## config.mk

```make
export PLATFORM = sky130hd
export DESIGN_NAME = fetch_ctrl
export DESIGN_NICKNAME = d
export VERILOG_FILES = /design/src/rtl/fetch_ctrl.sv
export SDC_FILE = /design/constraint.sdc
export NUM_CORES = 1
export LEC_CHECK = 0
export BUFFER_PORTS_ARGS = -buffer_cell sky130_fd_sc_hd__buf_2
export CAP_MARGIN = 20
export CORE_MARGIN = 1.5
export CORE_UTILIZATION = 35
export CTS_CLUSTER_SIZE = 8
export DETAILED_ROUTE_END_ITERATION = 16
export PLACE_DENSITY = 0.59
export RECOVER_POWER = 25
export SYNTH_ARGS = -nofsm -noshare
export SYNTH_HDL_FRONTEND = slang
export SYNTH_SLANG_ARGS = --single-unit
```

## constraint.sdc

```tcl
create_clock -name clk -period 3.2 [get_ports clk]
set_clock_uncertainty 0.15 [all_clocks]
set_input_delay 0.8 -clock clk [delete_from_list [all_inputs] [get_ports clk]]
set_output_delay 0.8 -clock clk [all_outputs]
set_load 0.01 [all_outputs]
```

## src/rtl/fetch_ctrl.sv

```systemverilog
// fetch_ctrl: sequencing controller for the 5-stage fetch path.
// Resolves MEM-stage taken branches, ID-stage load-use stalls and HALT
// instructions (drain, halt, resume), and drives PC / IF/ID enables and
// the IF/ID, ID/EX and EX/MEM flush strobes.
// Optional feature macro: FETCH_CTRL_PERF_EN adds stall_cycles and
// flush_events performance counters.
module fetch_ctrl #(
  parameter logic [5:0]  HALT_OPCODE  = 6'b111111,
  parameter int unsigned DRAIN_CYCLES = 3,
  parameter int unsigned MAX_STALL    = 8
) (
  input  logic       clk,
  input  logic       reset,
  input  logic       branch_taken,
  input  logic       hazard_stall,
  input  logic [5:0] id_opcode,
  input  logic       resume,
  output logic       pc_write,
  output logic       pc_source,
  output logic       ifid_write,
  output logic       ifid_flush,
  output logic       idex_flush,
  output logic       exmem_flush,
  output logic       ifid_valid,
  output logic       halted,
  output logic       stall_timeout,
  output logic [1:0] state
`ifdef FETCH_CTRL_PERF_EN
  ,
  output logic [15:0] stall_cycles,
  output logic [15:0] flush_events
`endif
);

  typedef enum logic [1:0] {
    RUN   = 2'd0,
    STALL = 2'd1,
    DRAIN = 2'd2,
    HALT  = 2'd3
  } state_e;

  localparam logic [2:0] DrainLoad  = 3'(DRAIN_CYCLES - 1);
  localparam logic [7:0] StallLimit = 8'(MAX_STALL);

  state_e     state_q, state_d;
  logic       ifid_valid_q, ifid_valid_d;
  logic [2:0] drain_cnt_q, drain_cnt_d;
  logic [7:0] stall_cnt_q, stall_cnt_d;
  logic       stall_timeout_q, stall_timeout_d;
  logic       halt_det;

  assign halt_det = ifid_valid_q && (id_opcode == HALT_OPCODE);

  // Next-state and Mealy outputs; priority is branch > halt detect > stall.
  always_comb begin
    state_d         = state_q;
    ifid_valid_d    = ifid_valid_q;
    drain_cnt_d     = drain_cnt_q;
    stall_cnt_d     = stall_cnt_q;
    stall_timeout_d = stall_timeout_q;
    pc_write        = 1'b0;
    pc_source       = 1'b0;
    ifid_write      = 1'b0;
    ifid_flush      = 1'b0;
    idex_flush      = 1'b0;
    exmem_flush     = 1'b0;
    if (reset) begin
      ifid_flush  = 1'b1;
      idex_flush  = 1'b1;
      exmem_flush = 1'b1;
    end else if (state_q == HALT) begin
      ifid_flush   = 1'b1;
      ifid_valid_d = 1'b0;
      if (resume) state_d = RUN;
    end else if (branch_taken) begin
      pc_write     = 1'b1;
      pc_source    = 1'b1;
      ifid_write   = 1'b1;
      ifid_flush   = 1'b1;
      idex_flush   = 1'b1;
      exmem_flush  = 1'b1;
      ifid_valid_d = 1'b0;
      stall_cnt_d  = 8'd0;
      state_d      = RUN;
    end else if (state_q == DRAIN) begin
      ifid_flush   = 1'b1;
      ifid_valid_d = 1'b0;
      if (drain_cnt_q == 3'd0) state_d = HALT;
      else drain_cnt_d = drain_cnt_q - 3'd1;
    end else if (halt_det) begin
      ifid_write   = 1'b1;
      ifid_flush   = 1'b1;
      ifid_valid_d = 1'b0;
      drain_cnt_d  = DrainLoad;
      state_d      = DRAIN;
    end else if (hazard_stall && !(state_q == STALL && stall_cnt_q == StallLimit)) begin
      idex_flush  = 1'b1;
      stall_cnt_d = (state_q == RUN) ? 8'd1 : stall_cnt_q + 8'd1;
      state_d     = STALL;
    end else begin
      pc_write     = 1'b1;
      ifid_write   = 1'b1;
      ifid_valid_d = 1'b1;
      if (state_q == STALL && hazard_stall) stall_timeout_d = 1'b1;
      stall_cnt_d  = 8'd0;
      state_d      = RUN;
    end
  end

  // State register with synchronous reset.
  always_ff @(posedge clk) begin
    if (reset) begin
      state_q         <= RUN;
      ifid_valid_q    <= 1'b0;
      drain_cnt_q     <= 3'd0;
      stall_cnt_q     <= 8'd0;
      stall_timeout_q <= 1'b0;
    end else begin
      state_q         <= state_d;
      ifid_valid_q    <= ifid_valid_d;
      drain_cnt_q     <= drain_cnt_d;
      stall_cnt_q     <= stall_cnt_d;
      stall_timeout_q <= stall_timeout_d;
    end
  end

  assign ifid_valid    = ifid_valid_q;
  assign halted        = (state_q == HALT);
  assign stall_timeout = stall_timeout_q;
  assign state         = state_q;

`ifdef FETCH_CTRL_PERF_EN
  logic        stall_bubble;
  logic        branch_cycle;
  logic [15:0] stall_cycles_q;
  logic [15:0] flush_events_q;

  // A stall bubble flushes ID/EX alone; a branch also flushes EX/MEM.
  assign stall_bubble = !reset && idex_flush && !exmem_flush;
  assign branch_cycle = !reset && exmem_flush;

  // Saturating performance counters, cleared by reset.
  always_ff @(posedge clk) begin
    if (reset) begin
      stall_cycles_q <= 16'd0;
      flush_events_q <= 16'd0;
    end else begin
      if (stall_bubble && stall_cycles_q != 16'hFFFF) stall_cycles_q <= stall_cycles_q + 16'd1;
      if (branch_cycle && flush_events_q != 16'hFFFF) flush_events_q <= flush_events_q + 16'd1;
    end
  end

  assign stall_cycles = stall_cycles_q;
  assign flush_events = flush_events_q;
`endif

endmodule

```

==> results of run 1 <==
## cells in the final DEF, fill, tap and decap left out, types with 2 or more instances in the layout
cell type / Yosys / final
o21ai_0: 4 / 4
dfxtp_1: 15 / 15
xor2_1: 2 / 2
nor2_1: 8 / 8
buf_4: 0 / 2
o2bb2ai_1: 3 / 3
a31oi_1: 9 / 9
inv_1: 6 / 6
nand4_1: 3 / 3
buf_2: 3 / 20
a31o_1: 2 / 2
nand2b_1: 6 / 6
ha_1: 4 / 4
nor2b_1: 4 / 4
and3_1: 4 / 4
a21oi_1: 11 / 11
nand3b_1: 3 / 3
clkbuf_4: 0 / 3
nor3_1: 2 / 2
nand2_1: 4 / 4
nand3_1: 6 / 6
and2_1: 2 / 2
a21o_1: 2 / 2
## report_power, final
part	total, mW	leakage (nW)	switching (mW)	internal (mW)
registers	0.191	0.121	0.00209	0.188
logic	0.0405	0.292	0.0232	0.0172
clock network	0.115	0.0177	0.0684	0.0464
## flip-flops by register name (all words and copies together) (netlist names)
| signal | cells |
|---|---|
| drain_cnt_q | 3 |
| state | 2 |
| ifid_valid | 1 |
| stall_timeout | 1 |
| stall_cnt_q | 8 |
## per-layer routing
layer | GRT usage (%) | routed length, um | share of wire [%] | vias to the layer above
met5 | 0 | 0 | 0 | -
met4 | 5.44 | 16 | 0.70 | 0
met3 | 2.30 | 108 | 4.7 | 2
met2 | 26.1 | 970 | 42 | 25
met1 | 22.1 | 1200 | 52 | 454
li1 | - | - | - | 491
## final timing paths
path,start,end,slack [ps],depth (start not counted)
max,state[0],ifid_write,270,5
min,ifid_valid,ifid_valid,340,2
max reg2reg,state[0],stall_cnt_q[7],1420,4
min reg2reg,ifid_valid,ifid_valid,340,2
## layout make-up
| type | instances | area (um2) |
|---|---|---|
| Timing Repair Buffer | 23 | 119 |
| Clock inverter | 1 | 5.00 |
| Clock buffer | 3 | 22.5 |
| Inverter | 6 | 22.5 |
| Multi-Input combinational cell | 94 | 627 |
| Fill cell | 284 | 1600 |
| Sequential cell | 15 | 300 |
| Tap cell | 31 | 38.8 |
## worst min-delay path, delay by kind of cell (launching register included)
kind	cells	cell delay [ps]
flip-flops	1	350
AND/OR/NAND/NOR	2	110
## cell families (layout without fill, tap and decap cells)
kind of cell | Yosys count | in the layout | synth area share, %
muxes | 1 | 1 | 1.00
DFF | 15 | 15 | 30.1
xor gates and xnor gates | 3 | 3 | 2.63
and+or+nand+nor | 48 | 48 | 27.7
buffers and inverters | 14 | 33 | 7.14
adders and majority gates | 4 | 4 | 5.01
AOI/OAI and AO/OA | 38 | 38 | 26.4
==> run_results.csv, run 1 <==
group,metric,value,unit
synth,synth_common_cells,"dfxtp_1 (15), a21oi_1 (11), a31oi_1 (9), nor2_1 (8)",
synth,synth_top_area_cell,"dfxtp_1",
synth,synthCells,123,
grt,antenna_found_initial,0,
clocking,cts-buffers-inserted,3,
synth,synth_top_cell_area_share,30.1,%
grt,grt_pass1_vias,972,
worst_hold_path,hold_path_class,"flop to flop",
synth,syn_area,998,um2
clocking,htree_num_levels,1,
synth,synth_edf_count,0,
route,final_antenna_net_count,0,
timing,slew_viol_final,0,
clocking,cts_sinks,15,
critical_path,cp-end-kind,"primary output",
place,globalplace.congestion,0.799,
timing,hold_viol,0,
die,die_x,56.4,um
die,die_y,56.4,um
clocking,cts_resized,0,
synth,yosysMostFrequentCell,"dfxtp_1",
outcome,status,"completed",
synth,synth_area_leaders,"dfxtp_1 (30%), a31oi_1 (5.6%), a21oi_1 (5.5%)",
critical_path,critPathArrivalTime,1980,ps
clocking,clk_pin_slew,100,ps
timing,period_needed,2930,ps
synth,yosysSeqAreaShare,30.1,%
power,power,346,uW
finish,final_util,41.5,%
timing,fin_ws,271,ps
grt,track_usage,16.2,%
grt,grt_max_degree,16,
clocking,clk_path_buf_depth,2,
synth,yosys_warnings,0,
critical_path,crit_chain,"nand2b_1 > or3_4 > a31o_1 > a21oi_1 > buf_2",
route,vias_per_cell,5.62,
route,firstDrtPassIters,4,
clocking,cts-root-buf,"clkbuf_4",
critical_path,critical_path_class,"flop to primary output",
critical_path,max_stage_delay,500,ps
timing,max_slew_margin,65.8,%
timing,fin_setup_tns,0,ps
timing,rsz0062_at_grt,"no",
grt,grt_overflow,0,
timing,fin_crit_sh,91.5,%
synth,syn_area_per_cell,8.12,um2
synth,ys_types,38,
route,wire_per_inst,13.2,um
timing,holdWs,340,ps
die,rows,19,
die,io_pins,22,
route,num_vias,972,
finish,antenna_cells,0,
clocking,cts_hold_buffers,0,
finish,final_nets,158,
die,coreArea,2730,um2
critical_path,critPathBufInv,1,
synth,ys.flop_type,"dfxtp_1",
synth,async_flop_share,0,%
clocking,postCtsSetupRepairBufs,0,
timing,setup_viol,0,
timing,fmax,341,MHz
place,dpl_worst_slack,306,ps
place,port_buffers,21,
die,start_util,36.5,%
critical_path,cp_slowest_cell,"dfxtp_1",
power,ir_drop,0.155,mV
place,placed_area,1110,um2
finish,instances_no_fill,173,
route,wirelength,2290,um
synth,synth_nets,138,
finish,synthToLayoutAreaGrowth,13.7,%
place,dp_hpwl,1760,um
finish,drive_above_1_share,21.1,%
timing,worst_slew_pin_slew,513,ps
critical_path,crit_fanout,11,
finish,final_area,1130,um2
critical_path,critical_path_required,2250,ps
critical_path,startpoint_type,"flop",
route,drc,0,
clocking,cts_tree,"built",
route,drt-initial-drc-count,18,
synth,ys_ff_latch,15,
critical_path,critPathTopFamily,"simple AND/OR/NAND/NOR gates",
grt,grt_pass1_wl,4230,um
run,maxCapViolCount,0,
die,dieArea,3180,um2
power,p_per_area,305,nW/um2
place,post-place-cells,169,
clocking,clk_latency,290,ps
power,leakagePower,0.431,nW
(Power assumes the default switching activity.)
==> run 2, diff against run 1 <==
Settings changed: RECOVER_POWER 25 to 100.
==> run 2 against run 1 <==
  * Global-route usage stayed put
  * Combinational power shrank 8.6%
  * Worst hold slack improved by 2.1 ps
  * Sequential share of layout area grew 0.84 points
  * Die area did not move
  * Register-to-register slack got worse by 670 ps
  * Clock-buffer cell count unchanged
  * Setup slack improved by 3.4 ps
  * Critical path depth is the same
  * Clock power about the same
  * Total power down 1.1%
  * Critical path type unchanged
  * Largest power group unchanged
==> run_results.csv, run 2 (synthesized netlist as in run 1, its figures left out) <==
group,metric,value,unit
critical_path,crit_fanout,11,
place,port_buffers,21,
route,final_antenna_net_count,0,
place,placed_area,1110,um2
die,coreArea,2730,um2
timing,period_needed,2930,ps
grt,grt_pass1_wl,4230,um
place,dp_hpwl,1760,um
route,drt-initial-drc-count,27,
grt,grt_pass1_vias,972,
clocking,cts-root-buf,"clkbuf_4",
timing,fin_crit_sh,91.4,%
power,leakagePower,0.402,nW
clocking,cts-buffers-inserted,3,
die,io_pins,22,
route,wire_per_inst,13.3,um
critical_path,startpoint_type,"flop",
finish,final_util,40.2,%
grt,track_usage,16.2,%
finish,final_cell_mix,"dfxtp_1 (15), buf_2 (13), a21oi_1 (11), clkbuf_1 (10), a31oi_1 (9)",
route,firstDrtPassIters,4,
clocking,cts_hold_buffers,0,
finish,instances_no_fill,173,
power,p_per_area,311,nW/um2
place,globalplace.congestion,0.799,
route,num_vias,974,
timing,rsz0062_at_grt,"no",
clocking,clk_pin_slew,110,ps
grt,grt_max_degree,16,
place,post-place-cells,169,
timing,holdWs,342,ps
finish,drive_above_1_share,14.1,%
route,wirelength,2300,um
timing,max_slew_margin,10.3,%
finish,antenna_cells,0,
route,vias_per_cell,5.63,
finish,final_common_cell,"dfxtp_1",
die,rows,19,
die,dieArea,3180,um2
clocking,clk_latency,290,ps
critical_path,critical_path_class,"flop to primary output",
critical_path,critPathArrivalTime,1980,ps
timing,hold_viol,0,
die,start_util,36.5,%
clocking,cts_sinks,15,
clocking,cts_resized,0,
clocking,cts_tree,"built",
critical_path,critPathBufInv,1,
worst_hold_path,hold_path_class,"flop to flop",
grt,antenna_found_initial,0,
critical_path,max_stage_delay,410,ps
route,drc,0,
finish,synthToLayoutAreaGrowth,10.1,%
critical_path,cp-end-kind,"primary output",
timing,slew_viol_final,0,
clocking,clk_path_buf_depth,2,
clocking,postCtsSetupRepairBufs,0,
critical_path,critical_path_required,2250,ps
timing,fmax,342,MHz
outcome,status,"completed",
finish,final_area,1100,um2
timing,worst_slew_pin_slew,1340,ps
timing,fin_setup_tns,0,ps
grt,grt_overflow,0,
critical_path,cp_slowest_cell,"or3_1",
timing,setup_viol,0,
critical_path,critPathTopFamily,"simple AND/OR/NAND/NOR gates",
power,ir_drop,0.156,mV
finish,final_nets,158,
finish,largest_register_ffs,8,
finish,regMostFlops,"stall_cnt_q",
clocking,htree_num_levels,1,
run,maxCapViolCount,0,
die,die_y,56.4,um
die,die_x,56.4,um
critical_path,crit_chain,"or3_1 > or3_4 > a31o_1 > a21oi_1 > clkbuf_1",
## run 2: report_power, final
| group | internal, mW | total [mW] | switching, mW |
|---|---|---|---|
| logic | 0.0151 | 0.0370 | 0.0219 |
| registers | 0.188 | 0.191 | 0.00214 |
| clock network | 0.0464 | 0.114 | 0.0680 |
## run 2: layout make-up
type,count,area (um2)
fillers,296,1630
multi-input cells,94,608
flip-flops and latches,15,300
repair buffers,23,103
well taps,31,38.8
clock buffers,3,22.5
inverters,6,22.5
clock inverters,1,5.00
## run 2: routing by layer
layer  global-route usage (%)  routed length (um)  part of all wire (%)  up-vias
met5                        0                   0                     0        -
met4                     5.44                  16                  0.70        0
met3                     2.30                 118                   5.1        2
met2                     26.1                1000                    44       27
met1                     22.1                1160                    51      453
li1                         -                   -                     -      492
## run 2: through the flow
step	setup WS (ps)	total power, mW
2_1_floorplan	584	0.219
3_3_place_gp	312	0.235
5_1_grt	95.1	0.362
4_1_cts	234	0.351
6_report	274	0.342
3_5_place_dp	306	0.236
## run 2: worst reg2reg max path: cells and delay by family, from the launching register on
family,cells,cell delay (ps)
AND/OR/NAND/NOR,2,400
flip-flops,1,510
AO/OA/AOI/OAI,2,1340
## run 2: final timing paths
path	startpoint	endpoint	slack (ps)	cells past startpoint
max reg2reg	state[0]	stall_cnt_q[7]	750	4
min	drain_cnt_q[1]	drain_cnt_q[1]	340	1
min reg2reg	drain_cnt_q[1]	drain_cnt_q[1]	340	1
max	stall_cnt_q[5]	ifid_write	270	5
